===== config.mk =====
export PLATFORM = sky130hd
export DESIGN_NAME = mem_1r1w_masked_48x64_ctrl
export DESIGN_NICKNAME = d
export VERILOG_FILES = /design/src/rtl/mem_1r1w_masked_48x64_ctrl.sv
export SDC_FILE = /design/constraint.sdc
export NUM_CORES = 1
export LEC_CHECK = 0
export CAP_MARGIN = 30
export CORE_AREA = 5 5 148 150
export CTS_CLUSTER_DIAMETER = 80
export DETAILED_ROUTE_END_ITERATION = 12
export DIE_AREA = 0 0 153 155
export GPL_TIMING_DRIVEN = 0
export PLACE_DENSITY = 0.72
export SKIP_LAST_GASP = 1
export SYNTH_ARGS = -nofsm -noshare
export SYNTH_HDL_FRONTEND = slang
export SYNTH_SLANG_ARGS = --single-unit

===== constraint.sdc =====
create_clock -name clock -period 2.4 [get_ports clock]
set_input_delay 0.24 -clock clock [delete_from_list [all_inputs] [get_ports clock]]
set_output_delay 0.24 -clock clock [all_outputs]
set_load 0.05 [all_outputs]

===== src/rtl/mem_1r1w_masked_48x64_ctrl.sv =====
// mem_1r1w_masked_48x64_ctrl
//   Front-end controller for the mem_1r1w_masked_48x64 macro. After reset it
//   zero-fills every entry, then round-robin arbitrates two masked write
//   requesters onto W0 and serves one read requester on R0, buffering read
//   data in a 2-entry FIFO behind a valid/ready response channel.
// Ports
//   clock, reset_n                 : single clock, synchronous active-low reset
//   init_done                      : high once zero-initialisation has finished
//   wa_* / wb_*                    : write requesters A/B (valid/ready + addr/data/mask)
//   rd_req_*                       : read request channel (valid/ready + addr)
//   rd_resp_*                      : read response channel (valid/ready + data)
//   W0_en/W0_addr/W0_data/W0_mask  : memory write port
//   R0_en/R0_addr/R0_data          : memory read port, data one cycle after R0_en
module mem_1r1w_masked_48x64_ctrl #(
  parameter int unsigned DEPTH  = 48,
  parameter int unsigned ADDR_W = 6,
  parameter int unsigned DATA_W = 64,
  parameter int unsigned MASK_W = 8
) (
  input  logic              clock,
  input  logic              reset_n,
  output logic              init_done,
  input  logic              wa_valid,
  output logic              wa_ready,
  input  logic [ADDR_W-1:0] wa_addr,
  input  logic [DATA_W-1:0] wa_data,
  input  logic [MASK_W-1:0] wa_mask,
  input  logic              wb_valid,
  output logic              wb_ready,
  input  logic [ADDR_W-1:0] wb_addr,
  input  logic [DATA_W-1:0] wb_data,
  input  logic [MASK_W-1:0] wb_mask,
  input  logic              rd_req_valid,
  output logic              rd_req_ready,
  input  logic [ADDR_W-1:0] rd_req_addr,
  output logic              rd_resp_valid,
  input  logic              rd_resp_ready,
  output logic [DATA_W-1:0] rd_resp_data,
  output logic              W0_en,
  output logic [ADDR_W-1:0] W0_addr,
  output logic [DATA_W-1:0] W0_data,
  output logic [MASK_W-1:0] W0_mask,
  output logic              R0_en,
  output logic [ADDR_W-1:0] R0_addr,
  input  logic [DATA_W-1:0] R0_data
);

  typedef enum logic {
    ST_INIT,
    ST_RUN
  } state_e;

  state_e            state_q, state_d;
  logic [ADDR_W-1:0] cnt_q, cnt_d;
  logic              rr_q, rr_d;            // 0: A has priority, 1: B has priority
  logic              inflight_q, inflight_d;
  logic [DATA_W-1:0] fifo_q [2];
  logic [DATA_W-1:0] fifo_d [2];
  logic              wr_ptr_q, wr_ptr_d;
  logic              rd_ptr_q, rd_ptr_d;
  logic [1:0]        count_q, count_d;

  logic              grant_a, grant_b;
  logic              pop, push, collide, accept;
  logic [2:0]        credit;

  // Initialisation sequencing and write arbitration.
  always_comb begin
    state_d  = state_q;
    cnt_d    = cnt_q;
    rr_d     = rr_q;
    grant_a  = 1'b0;
    grant_b  = 1'b0;
    W0_en    = 1'b0;
    W0_addr  = cnt_q;
    W0_data  = '0;
    W0_mask  = '1;
    case (state_q)
      ST_INIT: begin
        // Held off while reset is still asserted so the macro sees no writes
        // until the zero-fill actually starts.
        W0_en = reset_n;
        cnt_d = cnt_q + ADDR_W'(1);
        if (cnt_q == ADDR_W'(DEPTH - 1)) begin
          state_d = ST_RUN;
        end
      end
      ST_RUN: begin
        grant_a = wa_valid & (~wb_valid | ~rr_q);
        grant_b = wb_valid & ~grant_a;
        if (grant_a) begin
          W0_en   = 1'b1;
          W0_addr = wa_addr;
          W0_data = wa_data;
          W0_mask = wa_mask;
          rr_d    = 1'b1;
        end else if (grant_b) begin
          W0_en   = 1'b1;
          W0_addr = wb_addr;
          W0_data = wb_data;
          W0_mask = wb_mask;
          rr_d    = 1'b0;
        end
      end
      default: state_d = ST_INIT;
    endcase
    init_done = (state_q == ST_RUN);
    wa_ready  = grant_a;
    wb_ready  = grant_b;
  end

  // Read path: credit counts the read in flight plus buffered responses, net
  // of a pop this cycle, so at most two results are ever owed to the FIFO.
  always_comb begin
    pop          = (count_q != 2'd0) & rd_resp_ready;
    credit       = {2'b00, inflight_q} + {1'b0, count_q} - {2'b00, pop};
    collide      = W0_en & (W0_addr == rd_req_addr);
    rd_req_ready = (state_q == ST_RUN) & (credit < 3'd2) & ~collide;
    accept       = rd_req_valid & rd_req_ready;
    R0_en        = accept;
    R0_addr      = rd_req_addr;
    inflight_d   = accept;
    push         = inflight_q;
    fifo_d       = fifo_q;
    if (push) begin
      fifo_d[wr_ptr_q] = R0_data;
    end
    wr_ptr_d      = wr_ptr_q ^ push;
    rd_ptr_d      = rd_ptr_q ^ pop;
    count_d       = count_q + {1'b0, push} - {1'b0, pop};
    rd_resp_valid = (count_q != 2'd0);
    rd_resp_data  = fifo_q[rd_ptr_q];
  end

  always_ff @(posedge clock) begin
    if (!reset_n) begin
      state_q    <= ST_INIT;
      cnt_q      <= '0;
      rr_q       <= 1'b0;
      inflight_q <= 1'b0;
      fifo_q     <= '{default: '0};
      wr_ptr_q   <= 1'b0;
      rd_ptr_q   <= 1'b0;
      count_q    <= '0;
    end else begin
      state_q    <= state_d;
      cnt_q      <= cnt_d;
      rr_q       <= rr_d;
      inflight_q <= inflight_d;
      fifo_q     <= fifo_d;
      wr_ptr_q   <= wr_ptr_d;
      rd_ptr_q   <= rd_ptr_d;
      count_q    <= count_d;
    end
  end

endmodule


==> summary.txt <==
Run status
  • Outcome: finished, violations left
  • Failing checks: negative setup slack

Power and ir drop
  • Pleak: 5.01 nW
  • Design Power: between 0.005 and 0.006 W
  • Power per cell area: roughly 500 mW/mm^2
  • Worst vdd rail ir drop: roughly 0.00037 V

Clock network
  • Reg clk slew, reported paths: 60 ps
  • CTS H-Tree Depth: 4
  • CTS Hold Bufs: 0
  • Clock Path Buffers: 2
  • CTS tree: built
  • Clk_lat worst skew: 420 ps
  • CTS sink cnt: ~140
  • CTS Root Cell: clkbuf_16
  • CTS Buf Count: 17

Yosys
  • Largest family of logic cells by synthesized area: multiplexers
  • Top_reg_cell synth: dfxtp_1
  • Synth Area in Compound Gates: 0.127
  • Simple-Gate Fraction of Synth Area: 0.102
  • Synth warn: 0
  • Xor and xnor area share after synthesis: 0.00635
  • Yosys reg bits: roughly 140
  • Cell count after synthesis: just under 700
  • Seq/Total Area, Yosys: 0.410
  • Post-synth EDFFs: 0
  • FFs w/ async S/R, synth: 0
  • Synth cell types: 48
  • Post-Syn Area: 0.00689 mm^2
  • Adder-cell share of the synthesized area: 0.0120
  • Synthesized Nets: 933
  • Mean area per synthesized cell: approximately 9.9 um^2
  • Mux cell area share after synthesis: 0.292

Worst setup path
  • Crit path DAT: between 2000 and 3000 ps
  • Critical path required time: around 2200 ps
  • Startpoint Class: flip-flop
  • CP endpoint kind: primary output
  • Max Fanout on Critical Path: 10
  • Crit Path Class: flip-flop to primary output

Die
  • Initial core utilization: 0.335
  • Die H: between 150 and 200 um
  • Die ar.: roughly 0.024 mm^2
  • Placement Rows: 53
  • I/O Pins: between 300 and 400
  • Core area: slightly above 0.02 mm^2
  • Die Wd: ~150 um

STA
  • Fmax: about 360 MHz
  • Slew Viols, Final: 0
  • Fin. Hold Viols: 0
  • Max_slew headroom: 0.397
  • Fin crit share: 1.17
  • Clock skew: roughly 9.1 ps
  • RSZ-0062 raised after global routing: yes
  • Worst slew pin tran: between 900 and 1000 ps
  • Final worst setup slack: -406 ps
  • Crit path time final: roughly 2800 ps
  • Hold_ws: between 100 and 150 ps
  • Final setup viols: 2

Drt
  • Initial DRC Count: 350
  • # DRC: 0
  • Routed wire per std cell: 21.4 um
  • Final WL: just under 30000 um
  • Vias/cell: about 4.9
  • Antenna Nets Post-Route: 0
  • TritonRoute pass-1 iters: 5
  • Vias: approximately 6800

Place
  • Pre-CTS setup slack: -1030 ps
  • IO Port Bufs: slightly below 400
  • GP Congestion: roughly 0.9
  • Post-DP HPWL: approximately 24000 um

Global routing
  • Global-route wire length before repair: 43300 um
  • Largest net degree at the start of global routing: 17
  • Initial antenna violation count: 5
  • Grt ovf: 0
  • Gr usage total: 0.239
  • Vias in the first global route: around 7000

Flow run
  • Max_cap viols: 0

Hold path
  • Hold/Removal Path Class: input port to flip-flop

Finish
  • Share of cells above drive strength 1: 0.229
  • Nets: roughly 1300
  • Layout area overhead: 72.9%
==> worst max-delay path: stages, from the launching register on <==
cell and delay, ps:
dfxtp_2 340, buf_4 170, o21a_1 120, buf_6 130, o32ai_1 290, a2bb2oi_1 230, nand4_1 110, nor4_2 290
buf_4 180, buf_4 110, nor2_4 40, buf_8 140
==> where the power goes <==
part           internal, W  switching [W]
registers          0.00236      0.0000143
logic             0.000563       0.000404
clock network      0.00149        0.00111
total              0.00441        0.00152
==> what timing repair did <==
action                                  in CTS  in global routing
resized for setup                          515                 57
buffers inserted                             7                  2
endpoints found under the setup margin     167                 91
pin swaps                                    8                  1
==> layout make-up <==
cell class / count / area [um^2]
Sequential cell: 141 / 2830
Fill cell: 1861 / 8640
Clock inverter: 14 / 148
Inverter: 15 / 67.6
Timing Repair Buffer: 395 / 3740
Antenna cell: 1 / 2.50
Buffer: 60 / 408
Clock buffer: 18 / 439
Tap cell: 275 / 344
Multi-Input combinational cell: 479 / 3940
==> cells in the final DEF, fill, tap and decap left out, drive strengths merged, types with 3 or more instances in the layout <==
master	instances
a211o	3
a21oi	6
a22o	66
and2	3
buf	103
clkbuf	54
clkdlybuf4s15	5
clkdlybuf4s50	243
clkinv	3
clkinvlp	3
dfxtp	141
dlygate4sd2	59
dlymetal6s2s	9
ha	5
inv	22
mux2	64
mux2i	129
nand2	4
nand3	3
nor2	145
nor2b	4
nor3	4
o22a	8
o32ai	5
xnor2	4
==> cells by family (layout without fill, tap and decap cells) <==
kind of cell,count (synthesis),count (layout)
buffers and inverters,75,502
flip-flops,141,141
multiplexers,193,193
XOR/XNOR,5,5
AO/OA/AOI/OAI,104,104
adder cells (fa/ha/maj),6,6
other,0,1
AND/OR/NAND/NOR,171,171
==> metal layers <==
metal	share of wire	up-vias	global-route usage	wire [um]
li1	-	3305	-	-
met1	0.41	3203	0.295	12300
met2	0.48	282	0.395	14400
met3	0.075	42	0.0754	2230
met4	0.030	6	0.0861	898
met5	0.0014	-	0	41
==> flip-flops by register name, summed over array words and instances (netlist names) <==
name / flops
wr_ptr_q: 1
cnt_q: 6
count_q: 2
fifo_q: 128
rr_q: 1
rd_ptr_q: 1
inflight_q: 1
init_done: 1
==> Yosys cell counts, drive strengths merged, types with 2 or more instances <==
master  instances  share of area
nand3           3         0.0022
and2            3         0.0027
nor3            4         0.0029
mux2i         129           0.19
nor2          145          0.079
buf            33          0.028
o32ai           5         0.0064
xnor2           4         0.0051
nand2           4         0.0022
a211o           3         0.0038
ha              5         0.0091
dfxtp         141           0.41
o22a            8          0.010
a22o           66          0.084
a21oi           6         0.0044
nor2b           4         0.0047
inv            14         0.0080
mux2           64           0.10
clkbuf         27          0.015
o21ai           2         0.0015
nand2b          2         0.0018
o22ai           2         0.0018
or2             2         0.0018
==> stage by stage <==
step	TNS (ps)	cell area, um^2	instances	util
floorplan	-37.9	6980	695	-
global placement	-68390	11200	1356	0.544
detailed placement	-68610	11200	1356	0.544
CTS	-912	11800	1395	0.574
global route	-1040	11900	1398	0.580
finish	-764	11900	1398	0.580
==> final timing paths <==
check	from	endpoint	slack, ps	cells after the start
min reg2reg	fifo_q[72]	fifo_q[72]	490	2
min	wb_valid	rr_q	150	2
max	init_done	R0_en	-410	11
max reg2reg	inflight_q	fifo_q[25]	280	5
Power figures use the tool's default switching activity.
